## src/rtl/stage_write_arb_if.sv

```systemverilog
// ---------------------------------------------------------------------------
// stage_write_arb_if
//   Bundles every writeback-stage signal except clock/reset.
//   master : pipeline / mul-div / decode side (drives requests, observes
//            writes, stall and scoreboard)
//   slave  : the stage_write_arb block itself
//
//   pipe_we/pipe_rd/pipe_data        in-order regfile write request
//   pipe_st_we/pipe_st_data          in-order status-register write request
//   md_valid/md_ready/md_rd/md_data/md_exc   mul/div result handshake
//   rf_we/rf_rd/rf_data              registered regfile write port
//   st_we/st_data                    registered status write port
//   wb_stall                         pipeline must present no writes
//   q_rd/q_hit                       pending-destination scoreboard query
//   pend_count                       entries held in the pending FIFO
// ---------------------------------------------------------------------------
interface stage_write_arb_if #(
    parameter int DATA_W     = 32,
    parameter int REG_AW     = 5,
    parameter int PEND_DEPTH = 4
);
    localparam int CNT_W = $clog2(PEND_DEPTH) + 1;

    logic              pipe_we;
    logic [REG_AW-1:0] pipe_rd;
    logic [DATA_W-1:0] pipe_data;
    logic              pipe_st_we;
    logic [DATA_W-1:0] pipe_st_data;

    logic              md_valid;
    logic              md_ready;
    logic [REG_AW-1:0] md_rd;
    logic [DATA_W-1:0] md_data;
    logic              md_exc;

    logic              rf_we;
    logic [REG_AW-1:0] rf_rd;
    logic [DATA_W-1:0] rf_data;
    logic              st_we;
    logic [DATA_W-1:0] st_data;

    logic              wb_stall;
    logic [REG_AW-1:0] q_rd;
    logic              q_hit;
    logic [CNT_W-1:0]  pend_count;

    modport master (
        output pipe_we, pipe_rd, pipe_data, pipe_st_we, pipe_st_data,
               md_valid, md_rd, md_data, md_exc, q_rd,
        input  md_ready, rf_we, rf_rd, rf_data, st_we, st_data,
               wb_stall, q_hit, pend_count
    );

    modport slave (
        input  pipe_we, pipe_rd, pipe_data, pipe_st_we, pipe_st_data,
               md_valid, md_rd, md_data, md_exc, q_rd,
        output md_ready, rf_we, rf_rd, rf_data, st_we, st_data,
               wb_stall, q_hit, pend_count
    );
endinterface

```

## src/rtl/stage_write_arb.sv

```systemverilog
// ---------------------------------------------------------------------------
// stage_write_arb
//   Writeback stage merging in-order pipeline results with out-of-order
//   mul/div results onto one regfile write port and one status write port.
//   Mul/div results wait in a small pending FIFO and drain into writeback
//   slots the pipeline leaves free. A head that waits STARVE_LIMIT cycles
//   raises wb_stall so the pipeline yields. The FIFO contents double as a
//   pending-destination scoreboard for decode (q_rd -> q_hit).
//
// Ports:
//   clock  : system clock
//   reset  : synchronous, active-high
//   bus    : stage_write_arb_if.slave (see interface header for signals)
// ---------------------------------------------------------------------------
module stage_write_arb #(
    parameter int DATA_W       = 32,
    parameter int REG_AW       = 5,
    parameter int PEND_DEPTH   = 4,
    parameter int STARVE_LIMIT = 8,
    parameter int EXC_CODE     = 1
) (
    input  logic              clock,
    input  logic              reset,
    stage_write_arb_if.slave  bus
);
    localparam int PTR_W = $clog2(PEND_DEPTH);
    localparam int CNT_W = PTR_W + 1;
    localparam int SC_W  = $clog2(STARVE_LIMIT + 1);

    typedef struct packed {
        logic [REG_AW-1:0] rd;
        logic [DATA_W-1:0] data;
        logic              exc;
    } entry_t;

    // FIFO storage and bookkeeping
    entry_t                mem [PEND_DEPTH];
    logic [PEND_DEPTH-1:0] valid;
    logic [PTR_W-1:0]      wr_ptr;
    logic [PTR_W-1:0]      rd_ptr;
    logic [CNT_W-1:0]      cnt;
    logic [CNT_W-1:0]      cnt_next;

    logic [SC_W-1:0]       starve_cnt;
    logic [SC_W-1:0]       starve_next;

    // Registered write ports
    logic                  rf_we_q;
    logic [REG_AW-1:0]     rf_rd_q;
    logic [DATA_W-1:0]     rf_data_q;
    logic                  st_we_q;
    logic [DATA_W-1:0]     st_data_q;
    logic                  wb_stall_q;

    logic                  fifo_empty;
    logic                  accept;
    logic                  keep;
    logic                  drain;
    logic                  hit;
    entry_t                head;

    // md_ready looks only at the registered count, so a slot freed by a
    // drain this cycle is not reusable until the next one.
    assign bus.md_ready = (cnt < CNT_W'(PEND_DEPTH));
    assign accept       = bus.md_valid && bus.md_ready;
    // rd=0 results without an exception have no architectural effect.
    assign keep         = accept && ((bus.md_rd != '0) || bus.md_exc);

    assign fifo_empty   = (cnt == '0);
    assign head         = mem[rd_ptr];
    // Pipeline always wins; an exception head also needs the status port.
    assign drain        = !fifo_empty && !bus.pipe_we &&
                          !(head.exc && bus.pipe_st_we);

    // NOTE: every variable written in always_comb gets a default first so no
    // path leaves it unassigned, which would otherwise infer a latch.
    always_comb begin
        cnt_next = cnt;
        case ({keep, drain})
            2'b10:   cnt_next = cnt + 1'b1;
            2'b01:   cnt_next = cnt - 1'b1;
            default: cnt_next = cnt;
        endcase
    end

    always_comb begin
        starve_next = starve_cnt;
        if (fifo_empty || drain) begin
            starve_next = '0;
        end else if (starve_cnt < SC_W'(STARVE_LIMIT)) begin
            starve_next = starve_cnt + 1'b1;
        end
    end

    always_comb begin
        hit = 1'b0;
        for (int i = 0; i < PEND_DEPTH; i++) begin
            if (valid[i] && (mem[i].rd == bus.q_rd)) begin
                hit = 1'b1;
            end
        end
    end

    assign bus.q_hit = hit && (bus.q_rd != '0);

    // NOTE: the FIFO payload is deliberately left out of reset; the valid
    // bits and count are reset, so stale payload is never observed and the
    // storage can map onto plain registers or RAM without a reset network.
    always_ff @(posedge clock) begin
        if (keep) begin
            mem[wr_ptr] <= '{rd: bus.md_rd, data: bus.md_data, exc: bus.md_exc};
        end
    end

    // NOTE: sequential state uses non-blocking assignments so every flop
    // samples pre-edge values regardless of statement order.
    always_ff @(posedge clock) begin
        if (reset) begin
            valid      <= '0;
            wr_ptr     <= '0;
            rd_ptr     <= '0;
            cnt        <= '0;
            starve_cnt <= '0;
            wb_stall_q <= 1'b0;
        end else begin
            // keep and drain never target the same slot: keep implies not
            // full, drain implies not empty, so wr_ptr != rd_ptr.
            if (drain) begin
                valid[rd_ptr] <= 1'b0;
                rd_ptr        <= rd_ptr + 1'b1;
            end
            if (keep) begin
                valid[wr_ptr] <= 1'b1;
                wr_ptr        <= wr_ptr + 1'b1;
            end
            cnt        <= cnt_next;
            starve_cnt <= starve_next;
            wb_stall_q <= (starve_next == SC_W'(STARVE_LIMIT));
        end
    end

    always_ff @(posedge clock) begin
        if (reset) begin
            rf_we_q   <= 1'b0;
            rf_rd_q   <= '0;
            rf_data_q <= '0;
            st_we_q   <= 1'b0;
            st_data_q <= '0;
        end else begin
            rf_we_q <= 1'b0;
            st_we_q <= 1'b0;

            if (bus.pipe_we) begin
                rf_we_q   <= (bus.pipe_rd != '0);
                rf_rd_q   <= bus.pipe_rd;
                rf_data_q <= bus.pipe_data;
            end else if (drain) begin
                // An exception entry with rd=0 still drains for its status write.
                rf_we_q   <= (head.rd != '0);
                rf_rd_q   <= head.rd;
                rf_data_q <= head.data;
            end

            if (bus.pipe_st_we) begin
                st_we_q   <= 1'b1;
                st_data_q <= bus.pipe_st_data;
            end else if (drain && head.exc) begin
                st_we_q   <= 1'b1;
                st_data_q <= DATA_W'(EXC_CODE);
            end
        end
    end

    assign bus.rf_we      = rf_we_q;
    assign bus.rf_rd      = rf_rd_q;
    assign bus.rf_data    = rf_data_q;
    assign bus.st_we      = st_we_q;
    assign bus.st_data    = st_data_q;
    assign bus.wb_stall   = wb_stall_q;
    assign bus.pend_count = cnt;

endmodule

```

## src/flat_wrapper.sv

```systemverilog
// flat-port wrapper written by rule: the top's interface ports become plain ports
module stage_write_arb_flat 
#(
    parameter int DATA_W       = 32,
    parameter int REG_AW       = 5,
    parameter int PEND_DEPTH   = 4,
    parameter int STARVE_LIMIT = 8,
    parameter int EXC_CODE     = 1
)
  (clock, reset, bus_pipe_we, bus_pipe_rd, bus_pipe_data, bus_pipe_st_we, bus_pipe_st_data, bus_md_valid, bus_md_rd, bus_md_data, bus_md_exc, bus_q_rd, bus_md_ready, bus_rf_we, bus_rf_rd, bus_rf_data, bus_st_we, bus_st_data, bus_wb_stall, bus_q_hit, bus_pend_count);
  stage_write_arb_if #(.DATA_W(DATA_W), .REG_AW(REG_AW), .PEND_DEPTH(PEND_DEPTH)) bus_i ();
  input  logic clock;
  input  logic reset;
  input wire logic [$bits(bus_i.pipe_we)-1:0] bus_pipe_we;
  input wire logic [$bits(bus_i.pipe_rd)-1:0] bus_pipe_rd;
  input wire logic [$bits(bus_i.pipe_data)-1:0] bus_pipe_data;
  input wire logic [$bits(bus_i.pipe_st_we)-1:0] bus_pipe_st_we;
  input wire logic [$bits(bus_i.pipe_st_data)-1:0] bus_pipe_st_data;
  input wire logic [$bits(bus_i.md_valid)-1:0] bus_md_valid;
  input wire logic [$bits(bus_i.md_rd)-1:0] bus_md_rd;
  input wire logic [$bits(bus_i.md_data)-1:0] bus_md_data;
  input wire logic [$bits(bus_i.md_exc)-1:0] bus_md_exc;
  input wire logic [$bits(bus_i.q_rd)-1:0] bus_q_rd;
  output wire logic [$bits(bus_i.md_ready)-1:0] bus_md_ready;
  output wire logic [$bits(bus_i.rf_we)-1:0] bus_rf_we;
  output wire logic [$bits(bus_i.rf_rd)-1:0] bus_rf_rd;
  output wire logic [$bits(bus_i.rf_data)-1:0] bus_rf_data;
  output wire logic [$bits(bus_i.st_we)-1:0] bus_st_we;
  output wire logic [$bits(bus_i.st_data)-1:0] bus_st_data;
  output wire logic [$bits(bus_i.wb_stall)-1:0] bus_wb_stall;
  output wire logic [$bits(bus_i.q_hit)-1:0] bus_q_hit;
  output wire logic [$bits(bus_i.pend_count)-1:0] bus_pend_count;
  assign bus_i.pipe_we = bus_pipe_we;
  assign bus_i.pipe_rd = bus_pipe_rd;
  assign bus_i.pipe_data = bus_pipe_data;
  assign bus_i.pipe_st_we = bus_pipe_st_we;
  assign bus_i.pipe_st_data = bus_pipe_st_data;
  assign bus_i.md_valid = bus_md_valid;
  assign bus_i.md_rd = bus_md_rd;
  assign bus_i.md_data = bus_md_data;
  assign bus_i.md_exc = bus_md_exc;
  assign bus_i.q_rd = bus_q_rd;
  assign bus_md_ready = bus_i.md_ready;
  assign bus_rf_we = bus_i.rf_we;
  assign bus_rf_rd = bus_i.rf_rd;
  assign bus_rf_data = bus_i.rf_data;
  assign bus_st_we = bus_i.st_we;
  assign bus_st_data = bus_i.st_data;
  assign bus_wb_stall = bus_i.wb_stall;
  assign bus_q_hit = bus_i.q_hit;
  assign bus_pend_count = bus_i.pend_count;
  stage_write_arb #(.DATA_W(DATA_W), .REG_AW(REG_AW), .PEND_DEPTH(PEND_DEPTH), .STARVE_LIMIT(STARVE_LIMIT), .EXC_CODE(EXC_CODE)) u_core (.clock(clock), .reset(reset), .bus(bus_i));
endmodule
```

## config.mk

```make
export PLATFORM = sky130hd
export DESIGN_NAME = stage_write_arb_flat
export DESIGN_NICKNAME = d
export VERILOG_FILES = /design/src/rtl/stage_write_arb_if.sv /design/src/rtl/stage_write_arb.sv /design/src/flat_wrapper.sv
export SDC_FILE = /design/constraint.sdc
export NUM_CORES = 1
export LEC_CHECK = 0
export CORE_ASPECT_RATIO = 1.25
export CORE_UTILIZATION = 35
export DETAILED_ROUTE_END_ITERATION = 8
export SYNTH_ARGS = -nofsm -noshare
export SYNTH_HDL_FRONTEND = slang
export SYNTH_SLANG_ARGS = --single-unit
```

## constraint.sdc

```tcl
create_clock -name clock -period 4.4 [get_ports clock]
set_input_delay 0.88 -clock clock [delete_from_list [all_inputs] [get_ports clock]]
set_output_delay 0.88 -clock clock [all_outputs]
set_load 0.005 [all_outputs]
```

==> metrics.md, run 1 <==
| Metric | Value |
|---|---|
| Vias in the first global route | `5940` |
| Internal power | `4.73 mW` |
| Initial antenna violation count | `0` |
| Die W | `149 um` |
| # IOs | `194` |
| VDD IR max | `0.254 mV` |
| Initial Utilization | `35.9%` |
| Ys flop type | `edfxtp_1` |
| Setup bufs post-CTS | `0` |
| Post-route setup slack | `0.747 ns` |
| Setup crit start kind | `input port` |
| GRT Util Overall | `15.2%` |
| Total Wirelength | `21100 um` |
| Slowest cell delay on critical path | `0.53 ns` |
| CP top delay family | `buffers and inverters` |
| Highest-delay cell along the critical path | `clkdlybuf4s50_1` |
| Sink Count | `241` |
| Post-synth EDFFs | `152` |
| Cts hold-fix bufs | `0` |
| Crit path time final | `3.65 ns` |
| Simple-gate share of the synthesized area | `4.42%` |
| Multi-input gate area | `2870 um^2` |
| DR DRC count | `0` |
| First-pass GRT wire length | `32400 um` |
| # resized after CTS | `0` |
| Vias | `5643` |
| Post-synthesis mux area share | `13.1%` |
| Post-synthesis net count | `709` |
| Area Growth Syn to Fin | `32.9%` |
| Buf+Inv Stages, Crit Path | `2` |
| Endpoints failing setup | `0` |
| Crit Reg-Reg Endpoint | `u_core.bus.rf_data[2]` |
| Critical path required time | `3.52 ns` |
| Reg2reg start | `u_core.mem[2][0]` |
| Synth Area in Compound Gates | `8.78%` |
| CTS tree | `built` |
| CTS Buf Count | `25` |
| Combinational share of power | `20.9%` |
| Final GP Congestion | `0.876` |
| Routed WL per cell | `18.7 um` |
| First DRT Iteration DRCs | `232` |
| Worst path cell trace | `clkdlybuf4s50_1, xor2_1, nor4_1, nand3_1, nand4_1, o21a_1, clkdlybuf4s50_1` |
| Layout Skew | `0.0133 ns` |
| NetSw | `1.59 mW` |
| Worst R2R Setup Slack | `1.59 ns` |
| Most frequent cells in the layout | `191 x clkdlybuf4s50_1, 152 x edfxtp_1, 87 x dfxtp_1` |
| Max_slew headroom | `15.7%` |
| Max Slew Vio Count | `0` |
| Largest family of logic cells by synthesized area | `multiplexers` |
| CP Class | `in -> out` |
| FILL cells | `2244` |
| F_max | `0.274 GHz` |
| Power density over the cells | `505 nW/um^2` |
| RSZ-0062 raised after global routing | `no` |
| Setup TNS Final | `0 ns` |
| Clock power share | `34.8%` |
| Sequential area share after synthesis | `67.4%` |
| CTS H-Tree Depth | `1` |
| Sink of the worst hold path | `u_core.bus.st_data[7]` |
| Vias per std cell | `5.00` |
| Distinct cells, synth | `37` |
| Hold Vio Cnt, Final | `0` |
| CTS clk-pin slew, worst paths | `0.06 ns` |
| Synthesized area per cell | `16.2 um^2` |
| GRT overflow | `0` |
| Mapped Area | `9420 um^2` |
| Max-Cap Viols | `0` |
| Tcrit/Tclk final | `83.0%` |
| Root buffer cell | `clkbuf_16` |
| Hold Startpoint | `u_core.bus.st_data[7]` |
| Status | `finished, final reports clean` |
| DIE HEIGHT | `185 um` |
| Sw frac | `25.2%` |
| WHS Path Cells | `1` |
| Commonest non-fill, non-tap cell in the layout | `clkdlybuf4s50_1` |
| Pre-CTS setup slack | `0.668 ns` |
| I/O Buffers | `193` |
| Largest net degree at the start of global routing | `55` |
| Placed wire-length estimate | `13600 um` |
| Min-Delay Path Class | `reg -> reg` |
| Yosys Warn Count | `0` |
| Die area | `27600 um^2` |
| CORE AREA | `26300 um^2` |
| FF-to-FF path depth | `6` |
| Leak | `4.33 nW` |
| Worst Path Max Fanout | `5` |
| FF/Latch Area | `6350 um^2` |
| Drt first pass iters | `6` |
| Critical path capture point type | `output port` |
| Skew-Pair Late Insertion Delay | `0.51 ns` |
| Final ANT Viol Nets | `0` |
| # nets final | `898` |
| #FFs+latches synth | `241` |
| Synth Area in Adders | `1.54%` |
| Sequential power share | `44.4%` |
| Clock tree buffer depth | `3` |
| Share of cells above drive strength 1 | `16.0%` |
| XOR/XNOR Fraction of Synth Area | `2.42%` |
| Asr flop ratio synth | `0%` |
| Post-Syn Instances | `581` |
| Crit path DAT | `2.77 ns` |
| Worst slew pin tran | `1.26 ns` |
| # rows | `66` |
| Crit path top cell by count | `clkdlybuf4s50_1` |
| Post-route total power | `6.33 mW` |
synthesized netlist by cell type, types with 4 or more instances:
library cell	count	share of area, %
nor2_1	59	2.4
a211oi_1	7	0.56
xnor2_1	7	0.65
a21oi_1	11	0.58
buf_2	6	0.32
or4_1	4	0.32
and2_1	5	0.33
clkbuf_1	23	0.92
mux4_2	38	9.1
nand2_1	4	0.16
edfxtp_1	152	48
buf_4	4	0.32
inv_1	9	0.36
nand3_1	5	0.27
ha_1	10	1.3
a211oi_2	30	4.0
mux2i_1	38	4.0
a22o_1	31	2.9
xor2_1	19	1.8
nor4_1	4	0.27
dfxtp_1	89	19
nor2b_1	4	0.27
through the flow:
stage	util, %	cell area (um^2)	hold WS (ns)	cells
after floorplan	-	9420	0.456	581
after global placement	44.4	11600	0.460	1083
after detailed placement	44.4	11600	0.463	1083
after CTS	47.7	12500	0.481	1128
after global routing	47.7	12500	0.501	1128
final	47.7	12500	0.479	1129
metal layers:
metal	track usage, %	vias to the layer above	share of wire (%)	wire length (um)
met5	0	-	0	0
met4	5.31	0	2.6	550
met3	3.30	43	6.9	1460
met2	27.3	204	50	10400
met1	17.9	2790	41	8610
li1	-	2606	-	-
state kept, by name, summed over array words and instances, names as in the netlist, named ones only:
register	cells
u_core.valid	4
u_core.bus.st_we	1
u_core.mem	152
u_core.wr_ptr	2
u_core.rd_ptr	2
u_core.bus.st_data	32
u_core.starve_cnt	4
u_core.bus.wb_stall	1
u_core.bus.rf_we	1
u_core.bus.rf_rd	5
u_core.bus.rf_data	32
u_core.bus.pend_count	3
power by group through the flow:
stage	sequential, mW	combinational (mW)	clock (mW)
5_1_grt	2.83	1.45	2.34
2_1_floorplan	2.84	0.811	0
4_1_cts	2.81	1.35	2.27
6_report	2.81	1.32	2.20
3_5_place_dp	2.86	1.34	0
3_3_place_gp	2.84	1.31	0
cells by family after synthesis:
kind of cell	after synthesis
adders and majority gates	11
DFF	241
muxes	76
xor gates and xnor gates	26
AOI/OAI and AO/OA	88
buffers and inverters	47
and+or+nand+nor	92
worst max-delay path by stage:
stage,start,end,slack [ns],cells after the start
finish,bus_q_rd[3],bus_q_hit,0.75,7
global route,bus_q_rd[0],bus_q_hit,0.63,7
CTS,bus_q_rd[3],bus_q_hit,0.75,7
detailed placement,bus_md_rd[1],u_core.bus.pend_count[2],0.67,10
global placement,bus_md_rd[1],u_core.bus.pend_count[2],0.78,10
floorplan,bus_md_rd[1],u_core.bus.pend_count[2],1.36,9
final cells by class:
cell class	instances	share of cell area (%)
clock buffer	30	5.23
antenna	1	0.0200
multi-input combinational	293	22.9
inverter	9	0.270
timing repair buffer	200	15.8
clock inverter	15	1.71
sequential	241	50.7
tap	340	3.40
No activity file was read; power rests on OpenSTA's default activity.
==> run 2, diff against run 1 <==
==> constraint.sdc (replaced) <==
create_clock -name clock -period 3.2 [get_ports clock]
set_input_delay 0.64 -clock clock [delete_from_list [all_inputs] [get_ports clock]]
set_output_delay 0.64 -clock clock [all_outputs]
set_load 0.005 [all_outputs]
==> metrics.md, run 2 (synthesized netlist as in run 1, its figures left out) <==
| Metric | Value |
|---|---|
| Post-route total power | `8.48 mW` |
| Max Slew Vio Count | `0` |
| # resized after CTS | `0` |
| VDD IR max | `0.330 mV` |
| Initial antenna violation count | `1` |
| Ant. Diodes | `0` |
| Hold Slack | `0.475 ns` |
| Max reg flops | `152` |
| CORE AREA | `26300 um^2` |
| Fin util | `48.1%` |
| Root buffer cell | `clkbuf_16` |
| Finished Layout Cells | `1140` |
| GRT Util Overall | `15.7%` |
| Critical path capture point type | `output port` |
| Area Growth Syn to Fin | `34.2%` |
| Clock power share | `31.8%` |
| GRT overflow | `0` |
| Total Wirelength | `22000 um` |
| Power density over the cells | `671 nW/um^2` |
| CTS Buf Count | `25` |
| # IOs | `194` |
| Leak | `4.43 nW` |
| CTS tree | `built` |
| RSZ-0062 raised after global routing | `no` |
| Setup TNS Final | `0 ns` |
| CTS clk-pin slew, worst paths | `0.06 ns` |
| Max_slew headroom | `35.3%` |
| FILL cells | `2261` |
| Routed WL per cell | `19.3 um` |
| Multi-input gate area | `2870 um^2` |
| Placed wire-length estimate | `14900 um` |
| Skew-Pair Late Insertion Delay | `0.51 ns` |
| DR DRC count | `0` |
| Placed Cells | `1095` |
| Hold Vio Cnt, Final | `0` |
| Sequential power share | `45.5%` |
| I/O Buffers | `193` |
| Sw frac | `26.1%` |
| Top reg by flops | `u_core.mem` |
| Worst Path Max Fanout | `2` |
| Internal power | `6.26 mW` |
| CP Class | `reg -> out` |
| Die area | `27600 um^2` |
| Share of cells above drive strength 1 | `16.9%` |
| First DRT Iteration DRCs | `221` |
| Crit path time final | `2.92 ns` |
| # rows | `66` |
| Drt first pass iters | `4` |
| Vias per std cell | `5.00` |
| F_max | `0.342 GHz` |
| Final ANT Viol Nets | `0` |
| NetSw | `2.21 mW` |
| Die W | `149 um` |
| Endpoints failing setup | `0` |
| First-pass GRT wire length | `33200 um` |
| Commonest non-fill, non-tap cell in the layout | `clkdlybuf4s50_1` |
| Tcrit/Tclk final | `91.4%` |
| # nets final | `910` |
| Setup bufs post-CTS | `0` |
| Max-Cap Viols | `0` |
| Status | `finished, final reports clean` |
| Initial Utilization | `35.9%` |
| Combinational share of power | `22.7%` |
| Crit path DAT | `2.28 ns` |
| Final GP Congestion | `0.945` |
| Vias | `5702` |
| Sink Count | `241` |
| Cts hold-fix bufs | `0` |
| Most frequent cells in the layout | `186 x clkdlybuf4s50_1, 152 x edfxtp_1, 87 x dfxtp_1` |
| Critical path required time | `2.56 ns` |
| Largest net degree at the start of global routing | `39` |
| Vias in the first global route | `6020` |
| DIE HEIGHT | `185 um` |
| Clock tree buffer depth | `3` |
| FF/Latch Area | `6350 um^2` |
| Layout Skew | `0.0128 ns` |
| Worst slew pin tran | `0.971 ns` |
| Setup crit start kind | `register` |
| CTS H-Tree Depth | `1` |
| Min-Delay Path Class | `reg -> reg` |
## run 2: cell count changes in the layout (fill, tap and decap cells not counted), sizes merged
cell           change
clkbuf             +6
clkinvlp           -1
inv                -1
bufinv             -4
diode              -1
dlymetal6s2s       +5
buf               +12
clkdlybuf4s50      -5
## run 2: area by class of cell
cell class,instances,area share (%)
Inverter,9,0.267
Clock buffer,36,5.35
Clock inverter,9,0.633
Tap cell,340,3.37
Sequential cell,241,50.2
Multi-Input combinational cell,293,22.7
Timing Repair Buffer,212,17.4
## run 2: worst max-delay path, cell delays in order, from the launching register on
cell             delay (ns)
edfxtp_1               0.42
xor2_1                 0.21
nor4_2                 0.31
nand3_1                0.11
nand4_1                0.10
o21a_1                 0.12
clkdlybuf4s50_1        0.50
## run 2: metal layers
metal / vias to the layer above / part of all wire (%) / global-route usage (%)
met5: - / 0.059 / 0
met4: 2 / 1.8 / 4.12
met3: 34 / 6.3 / 3.52
met2: 181 / 51 / 28.5
met1: 2861 / 41 / 18.4
li1: 2624 / - / -
## run 2: metrics by stage
stage	area, um^2	worst slack, ns
after detailed placement	11900	-0.199
final	12600	0.276
after floorplan	9420	0.400
after global routing	12600	0.111
after global placement	11900	-0.120
after CTS	12600	0.0320
## run 2: power by group through the flow
| stage | Sequential [mW] | Combinational (mW) | Clock, mW |
|---|---|---|---|
| 6_report | 3.86 | 1.92 | 2.70 |
| 3_3_place_gp | 3.90 | 1.91 | 0 |
| 4_1_cts | 3.86 | 1.97 | 2.78 |
| 2_1_floorplan | 3.90 | 1.11 | 0 |
| 3_5_place_dp | 3.92 | 1.95 | 0 |
| 5_1_grt | 3.89 | 2.08 | 2.90 |
## run 2: worst paths after layout
| path | slack (ns) | end | depth (start not counted) | start |
|---|---|---|---|---|
| max | 0.28 | bus_q_hit | 6 | u_core.mem[3][34] |
| min | 0.48 | u_core.bus.st_data[24] | 1 | u_core.bus.st_data[24] |
| max reg2reg | 0.65 | u_core.bus.rf_we | 5 | register |
| min reg2reg | 0.48 | u_core.bus.st_data[24] | 1 | u_core.bus.st_data[24] |
==> run 3, diff against run 2 <==
--- a/config.mk
+++ b/config.mk
@@ -5,6 +5,7 @@
 export SDC_FILE = /design/constraint.sdc
 export NUM_CORES = 1
 export LEC_CHECK = 0
+export CAP_MARGIN = 5
 export CORE_ASPECT_RATIO = 1.25
 export CORE_UTILIZATION = 35
 export DETAILED_ROUTE_END_ITERATION = 8
==> results of run 3 <==
Final layout, timing and power as in run 2 (identical DEF).
